**src/rtl/multicycle_ctrl_if.sv**
```systemverilog
// Handshake bundle between the multicycle datapath and its control FSM.
// master = datapath side (drives decode fields / zero), slave = controller.
interface multicycle_ctrl_if;
  logic [6:0] op;
  logic [2:0] funct3;
  logic       funct7b5;
  logic       zero;
  logic       PCWrite;
  logic       AdrSrc;
  logic       MemWrite;
  logic       IRWrite;
  logic       RegWrite;
  logic [1:0] ResultSrc;
  logic [1:0] ALUSrcA;
  logic [1:0] ALUSrcB;
  logic [1:0] ImmSrc;
  logic [2:0] ALUControl;
  logic       illegal;
  logic [3:0] state;

  modport master (
    output op, funct3, funct7b5, zero,
    input  PCWrite, AdrSrc, MemWrite, IRWrite, RegWrite,
    input  ResultSrc, ALUSrcA, ALUSrcB, ImmSrc, ALUControl, illegal, state
  );

  modport slave (
    input  op, funct3, funct7b5, zero,
    output PCWrite, AdrSrc, MemWrite, IRWrite, RegWrite,
    output ResultSrc, ALUSrcA, ALUSrcB, ImmSrc, ALUControl, illegal, state
  );
endinterface

```
**src/rtl/multicycle_ctrl.sv**
```systemverilog
// Moore control FSM for a multicycle RV32 subset (lw/sw/R/I/beq/bne/jal).
// Illegal opcodes and unsupported branch conditions take a one-cycle ILLEGAL detour.
module multicycle_ctrl (
  input  logic              clk,
  input  logic              rst_n,
  multicycle_ctrl_if.slave  bus
);
  localparam logic [3:0] S_FETCH    = 4'd0;
  localparam logic [3:0] S_DECODE   = 4'd1;
  localparam logic [3:0] S_MEMADR   = 4'd2;
  localparam logic [3:0] S_MEMREAD  = 4'd3;
  localparam logic [3:0] S_MEMWB    = 4'd4;
  localparam logic [3:0] S_MEMWRITE = 4'd5;
  localparam logic [3:0] S_EXECR    = 4'd6;
  localparam logic [3:0] S_EXECI    = 4'd7;
  localparam logic [3:0] S_ALUWB    = 4'd8;
  localparam logic [3:0] S_BRANCH   = 4'd9;
  localparam logic [3:0] S_JAL      = 4'd10;
  localparam logic [3:0] S_ILLEGAL  = 4'd11;

  localparam logic [6:0] OP_LOAD   = 7'b0000011;
  localparam logic [6:0] OP_STORE  = 7'b0100011;
  localparam logic [6:0] OP_RTYPE  = 7'b0110011;
  localparam logic [6:0] OP_ITYPE  = 7'b0010011;
  localparam logic [6:0] OP_BRANCH = 7'b1100011;
  localparam logic [6:0] OP_JAL    = 7'b1101111;

  localparam logic [2:0] ALU_ADD = 3'b000;
  localparam logic [2:0] ALU_SUB = 3'b001;
  localparam logic [2:0] ALU_AND = 3'b010;
  localparam logic [2:0] ALU_OR  = 3'b011;
  localparam logic [2:0] ALU_SLT = 3'b101;

  logic [3:0] r_state;
  logic [3:0] w_next_state;
  logic [3:0] w_eff_state;
  logic       w_branch_ok;
  logic       w_taken;
  logic [2:0] w_alu_funct;
  logic       w_pc_update;
  logic       w_pcwrite_raw;
  logic       w_memwrite_raw;
  logic       w_irwrite_raw;
  logic       w_regwrite_raw;
  logic       w_illegal_raw;

  assign w_branch_ok = (bus.funct3 == 3'b000) || (bus.funct3 == 3'b001);

  always_comb begin
    w_taken = 1'b0;
    if (bus.funct3 == 3'b000)      w_taken = bus.zero;
    else if (bus.funct3 == 3'b001) w_taken = ~bus.zero;
  end

  // funct7b5 only selects sub for register-register ops (op[5]); addi ignores it
  always_comb begin
    w_alu_funct = ALU_ADD;
    case (bus.funct3)
      3'b000:  w_alu_funct = (bus.op[5] & bus.funct7b5) ? ALU_SUB : ALU_ADD;
      3'b010:  w_alu_funct = ALU_SLT;
      3'b110:  w_alu_funct = ALU_OR;
      3'b111:  w_alu_funct = ALU_AND;
      default: w_alu_funct = ALU_ADD;
    endcase
  end

  always_ff @(posedge clk) begin
    if (!rst_n) r_state <= S_FETCH;
    else        r_state <= w_next_state;
  end

  always_comb begin
    w_next_state = S_FETCH;
    case (r_state)
      S_FETCH:  w_next_state = S_DECODE;
      S_DECODE: begin
        case (bus.op)
          OP_LOAD, OP_STORE: w_next_state = S_MEMADR;
          OP_RTYPE:          w_next_state = S_EXECR;
          OP_ITYPE:          w_next_state = S_EXECI;
          OP_BRANCH:         w_next_state = w_branch_ok ? S_BRANCH : S_ILLEGAL;
          OP_JAL:            w_next_state = S_JAL;
          default:           w_next_state = S_ILLEGAL;
        endcase
      end
      S_MEMADR:  w_next_state = (bus.op == OP_LOAD) ? S_MEMREAD : S_MEMWRITE;
      S_MEMREAD: w_next_state = S_MEMWB;
      S_EXECR, S_EXECI, S_JAL: w_next_state = S_ALUWB;
      default:   w_next_state = S_FETCH;
    endcase
  end

  // While held in reset the outputs mirror FETCH, with every write enable masked
  assign w_eff_state = rst_n ? r_state : S_FETCH;

  always_comb begin
    w_pc_update    = 1'b0;
    w_memwrite_raw = 1'b0;
    w_irwrite_raw  = 1'b0;
    w_regwrite_raw = 1'b0;
    w_illegal_raw  = 1'b0;
    bus.AdrSrc     = 1'b0;
    bus.ResultSrc  = 2'b00;
    bus.ALUSrcA    = 2'b00;
    bus.ALUSrcB    = 2'b00;
    bus.ALUControl = ALU_ADD;
    case (w_eff_state)
      S_FETCH: begin
        w_irwrite_raw = 1'b1;
        w_pc_update   = 1'b1;
        bus.ALUSrcB   = 2'b10;
        bus.ResultSrc = 2'b10;
      end
      S_DECODE: begin
        bus.ALUSrcA = 2'b01;
        bus.ALUSrcB = 2'b01;
      end
      S_MEMADR: begin
        bus.ALUSrcA = 2'b10;
        bus.ALUSrcB = 2'b01;
      end
      S_MEMREAD: bus.AdrSrc = 1'b1;
      S_MEMWB: begin
        bus.ResultSrc  = 2'b01;
        w_regwrite_raw = 1'b1;
      end
      S_MEMWRITE: begin
        bus.AdrSrc     = 1'b1;
        w_memwrite_raw = 1'b1;
      end
      S_EXECR: begin
        bus.ALUSrcA    = 2'b10;
        bus.ALUControl = w_alu_funct;
      end
      S_EXECI: begin
        bus.ALUSrcA    = 2'b10;
        bus.ALUSrcB    = 2'b01;
        bus.ALUControl = w_alu_funct;
      end
      S_ALUWB:  w_regwrite_raw = 1'b1;
      S_BRANCH: begin
        bus.ALUSrcA    = 2'b10;
        bus.ALUControl = ALU_SUB;
      end
      S_JAL: begin
        bus.ALUSrcA = 2'b01;
        bus.ALUSrcB = 2'b10;
        w_pc_update = 1'b1;
      end
      S_ILLEGAL: w_illegal_raw = 1'b1;
      default: ;
    endcase
  end

  assign w_pcwrite_raw = w_pc_update | ((w_eff_state == S_BRANCH) & w_taken);

  assign bus.PCWrite  = rst_n & w_pcwrite_raw;
  assign bus.MemWrite = rst_n & w_memwrite_raw;
  assign bus.IRWrite  = rst_n & w_irwrite_raw;
  assign bus.RegWrite = rst_n & w_regwrite_raw;
  assign bus.illegal  = rst_n & w_illegal_raw;
  assign bus.state    = w_eff_state;

  always_comb begin
    case (bus.op)
      OP_STORE:  bus.ImmSrc = 2'b01;
      OP_BRANCH: bus.ImmSrc = 2'b10;
      OP_JAL:    bus.ImmSrc = 2'b11;
      default:   bus.ImmSrc = 2'b00;
    endcase
  end
endmodule

```
**src/flat_wrapper.sv**
```systemverilog
// flat-port wrapper written by rule: the top's interface ports become plain ports
module multicycle_ctrl_flat 
  (clk, rst_n, bus_op, bus_funct3, bus_funct7b5, bus_zero, bus_PCWrite, bus_AdrSrc, bus_MemWrite, bus_IRWrite, bus_RegWrite, bus_ResultSrc, bus_ALUSrcA, bus_ALUSrcB, bus_ImmSrc, bus_ALUControl, bus_illegal, bus_state);
  multicycle_ctrl_if bus_i ();
  input  logic clk;
  input  logic rst_n;
  input wire logic [$bits(bus_i.op)-1:0] bus_op;
  input wire logic [$bits(bus_i.funct3)-1:0] bus_funct3;
  input wire logic [$bits(bus_i.funct7b5)-1:0] bus_funct7b5;
  input wire logic [$bits(bus_i.zero)-1:0] bus_zero;
  output wire logic [$bits(bus_i.PCWrite)-1:0] bus_PCWrite;
  output wire logic [$bits(bus_i.AdrSrc)-1:0] bus_AdrSrc;
  output wire logic [$bits(bus_i.MemWrite)-1:0] bus_MemWrite;
  output wire logic [$bits(bus_i.IRWrite)-1:0] bus_IRWrite;
  output wire logic [$bits(bus_i.RegWrite)-1:0] bus_RegWrite;
  output wire logic [$bits(bus_i.ResultSrc)-1:0] bus_ResultSrc;
  output wire logic [$bits(bus_i.ALUSrcA)-1:0] bus_ALUSrcA;
  output wire logic [$bits(bus_i.ALUSrcB)-1:0] bus_ALUSrcB;
  output wire logic [$bits(bus_i.ImmSrc)-1:0] bus_ImmSrc;
  output wire logic [$bits(bus_i.ALUControl)-1:0] bus_ALUControl;
  output wire logic [$bits(bus_i.illegal)-1:0] bus_illegal;
  output wire logic [$bits(bus_i.state)-1:0] bus_state;
  assign bus_i.op = bus_op;
  assign bus_i.funct3 = bus_funct3;
  assign bus_i.funct7b5 = bus_funct7b5;
  assign bus_i.zero = bus_zero;
  assign bus_PCWrite = bus_i.PCWrite;
  assign bus_AdrSrc = bus_i.AdrSrc;
  assign bus_MemWrite = bus_i.MemWrite;
  assign bus_IRWrite = bus_i.IRWrite;
  assign bus_RegWrite = bus_i.RegWrite;
  assign bus_ResultSrc = bus_i.ResultSrc;
  assign bus_ALUSrcA = bus_i.ALUSrcA;
  assign bus_ALUSrcB = bus_i.ALUSrcB;
  assign bus_ImmSrc = bus_i.ImmSrc;
  assign bus_ALUControl = bus_i.ALUControl;
  assign bus_illegal = bus_i.illegal;
  assign bus_state = bus_i.state;
  multicycle_ctrl u_core (.clk(clk), .rst_n(rst_n), .bus(bus_i));
endmodule
```
**config.mk**
```make
export PLATFORM = sky130hd
export DESIGN_NAME = multicycle_ctrl_flat
export DESIGN_NICKNAME = d
export VERILOG_FILES = /design/src/rtl/multicycle_ctrl_if.sv /design/src/rtl/multicycle_ctrl.sv /design/src/flat_wrapper.sv
export SDC_FILE = /design/constraint.sdc
export NUM_CORES = 1
export LEC_CHECK = 0
export ABC_AREA = 1
export BUFFER_PORTS_ARGS = -buffer_cell sky130_fd_sc_hd__buf_4
export CAP_MARGIN = 20
export CORE_MARGIN = 2
export CORE_UTILIZATION = 41
export DETAILED_ROUTE_END_ITERATION = 12
export GPL_ROUTABILITY_DRIVEN = 1
export PLACE_DENSITY = 0.76
export SLEW_MARGIN = 15
export SYNTH_ARGS = -nofsm -noshare
export SYNTH_HDL_FRONTEND = slang
export SYNTH_SLANG_ARGS = --single-unit
```
**constraint.sdc**
```tcl
create_clock -name clk -period 1.6 [get_ports clk]
set_clock_uncertainty 0.2 [all_clocks]
set_input_delay 0.08 -clock clk [delete_from_list [all_inputs] [get_ports clk]]
set_output_delay 0.08 -clock clk [all_outputs]
set_load 0.02 [all_outputs]
```
==> out/results.ini <==
[power_and_ir_drop]
p_int_w = 0.000548
leakagePower_nw = 0.538
switchingPower_w = 0.000589
swShare_pct = 51.8
vdd_ir_drop_max_uv = 962
p_clk_share_pct = 11.5
cellPowerDensity_mw_per_mm2 = 1160
pwr-share-comb_pct = 68.3
power_frac_seq_pct = 20.1

[synthesis]
synth.area.top_cells = nand2_1 (18%), dfxtp_1 (14%), nor2_1 (12%)
synth_top_area_share_pct = 17.6
syn_avg_cell_area_sq_um = 5.34
synthFlopType = dfxtp_1
syn_area_sq_um = 556
synth-warning-count = 0
yosysUniqueCellTypes = 21
synth_fp_nets = 118
synth_seq_cells = 4
synth_seq_area_share_pct = 14.4
synthArstFlopShare_pct = 0
synth_edf_count = 0
yosysTopAreaCell = nand2_1
syn_inst = 104

[sta]
rsz0062_at_grt = yes
whs_ns = 0.0312
worst_pin_slew_ns = 0.235
setup_violations = 1
hold_viol = 0
fin_crit_ns = 1.68
slew_viol_final = 0
fin_crit_sh_pct = 105
fin_ws_ns = -0.0777
fmax_mhz = 596
max-slew-margin-rel_pct = 84.3

[route]
dr.pass1.iters = 4
drtAntennaViolNets = 0
dr_total_vias = 889
wl_per_cell_microns = 13.8
wl_microns = 2260
drc = 0
drt_iter0_drc = 39
via_per_inst = 5.42

[cts]
cts_buffers = 3
numClockSinks = 4
cts_htree_levels = 1
clock-root-buffer = clkbuf_4
clk_pin_slew_ns = 0.04
clk_latency_ns = 0.24
clk_path_buf_depth = 2
tritoncts = done

[finish]
fill_cells = 93
largest_reg_flops = 4
largest-register = u_core.r_state
fin_area_sq_um = 981
fin_cells = 164
area_growth_pct = 76.6
diodes = 0
largest_registers = u_core.r_state (4)
final_nets = 165
final_layout_size_suffix_gt1_share_pct = 44.3

[global_routing]
grt-ovfl-total = 0
grt_pass1_vias = 648
grt_util_all_layers_pct = 25.2
grt_max_degree = 12
antenna_found_initial = 0
grt_first_pass_wirelength_microns = 2700

[placement]
numPlacedInstances = 151
dpl.hpwl_microns = 1360
place_ws_ns = 0.144
dpl_cell_area_sq_um = 811
numPortBuffers = 34
gp_congestion = 0.826

[setup_path]
crit_path_end_kind = output port
rr_startpoint = u_core.r_state[2]
crit_type = flop to output port
worstPathRequired_ns = 1.32
start_kind = flop
reg2reg_slack_ns = 0.16
arrival_ns = 1.40
rr_endpoint = u_core.r_state[2]
r2r_cells = 8
cp_max_fo = 5

[hold_path]
hp-class = input port to flop
worstHoldStart = bus_op[4]
min_to = u_core.r_state[0]
whs_path_depth = 5

[run]
drv_cap = 0

[floorplanning]
core_sq_mm = 0.00128
initial_core_util_pct = 43.2
die-area_sq_mm = 0.00167
die_w_microns = 40.8
io_pins = 35
die_h_microns = 40.8
rows = 13

[run_status]
status = finished with violations
violations = setup timing

[synth_stat cells, types with 2 or more instances]
cell     number
inv_1        15
nand2_1      26
dfxtp_1       4
nor2_1       18
o22ai_1       2
nand3_1      10
nor2_2        4
a21oi_1       5
inv_2         5
nand4_1       4
[critical path: stages (launching register included)]
cell and delay [ns]:
dfxtp_4 0.36, nor2_4 0.18, inv_4 0.07, nor2_4 0.16, nand2_2 0.08, o211ai_1 0.11, buf_4 0.18
[cells in the final DEF (no fill, tap or decap)]
master	n
buf_4	39
nand2_1	22
nor2_1	17
inv_1	15
nand3_1	8
nor2_4	5
a21oi_1	5
dlygate4sd3_1	5
nand2_2	4
inv_2	4
nand4_1	4
dfxtp_4	4
clkbuf_4	3
nand3_2	2
o22ai_1	2
inv_4	1
nor2_2	1
nand4_2	1
or2_1	1
o211ai_1	1
o221ai_1	1
nor3_4	1
nor3_1	1
or2_2	1
o21ai_0	1
[cells by family after synthesis]
| family | after synthesis | synth area share, % |
|---|---|---|
| simple gates | 68 | 58.1 |
| flops | 4 | 14.4 |
| compound gates | 10 | 10.6 |
| buf+inv | 22 | 16.9 |
[stage by stage]
stage / power [W] / TNS, ns / utilization [%]
floorplan: 0.000607 / 0 / -
global placement: 0.000822 / 0 / 63.1
detailed placement: 0.000819 / 0 / 63.1
CTS: 0.00100 / 0 / 71.3
global route: 0.00122 / -0.320 / 76.3
finish: 0.00114 / -0.0777 / 76.3
[repair_timing]
item	CTS	global route
setup endpoints to repair	6	7
hold endpoints to repair	4	0
setup buffers	1	4
pin swaps	1	5
gates resized for setup	7	13
hold buffers	6	0
gates cloned	0	0
[metal layers]
| metal | vias up | wire (microns) | global-route usage, % |
|---|---|---|---|
| li1 | 422 | - | - |
| met3 | 6 | 198 | 4.35 |
| met2 | 50 | 1130 | 41.0 |
| met4 | 0 | 38 | 15.0 |
| met5 | - | 0 | 0 |
| met1 | 411 | 895 | 30.5 |
[worst max-delay path by stage]
stage | from | endpoint | slack (ns)
5_1_grt | u_core.r_state[2] | bus_ALUSrcB[0] | -0.13
3_3_place_gp | u_core.r_state[1] | bus_ALUSrcB[0] | 0.14
6_report | u_core.r_state[2] | bus_ALUSrcB[0] | -0.08
2_1_floorplan | u_core.r_state[3] | bus_PCWrite | 0.11
4_1_cts | u_core.r_state[3] | bus_PCWrite | 0.007
3_5_place_dp | u_core.r_state[1] | bus_ALUSrcB[0] | 0.14
[power by group through the flow]
stage | clock network [W] | registers, W | logic (W)
6_report | 0.000131 | 0.000229 | 0.000777
5_1_grt | 0.000142 | 0.000235 | 0.000842
4_1_cts | 0.000135 | 0.000208 | 0.000657
3_5_place_dp | 0 | 0.000191 | 0.000628
3_3_place_gp | 0 | 0.000190 | 0.000632
2_1_floorplan | 0 | 0.000168 | 0.000439
[area by class of cell]
class	instances	area (sq um)	share of cell area, %
multi-input combinational	78	424	43.2
clock buffer	3	22.5	2.30
timing repair buffer	44	343	34.9
inverter	20	77.6	7.91
sequential	4	95.1	9.69
tap	15	18.8	1.91
Power figures use the tool's default switching activity.
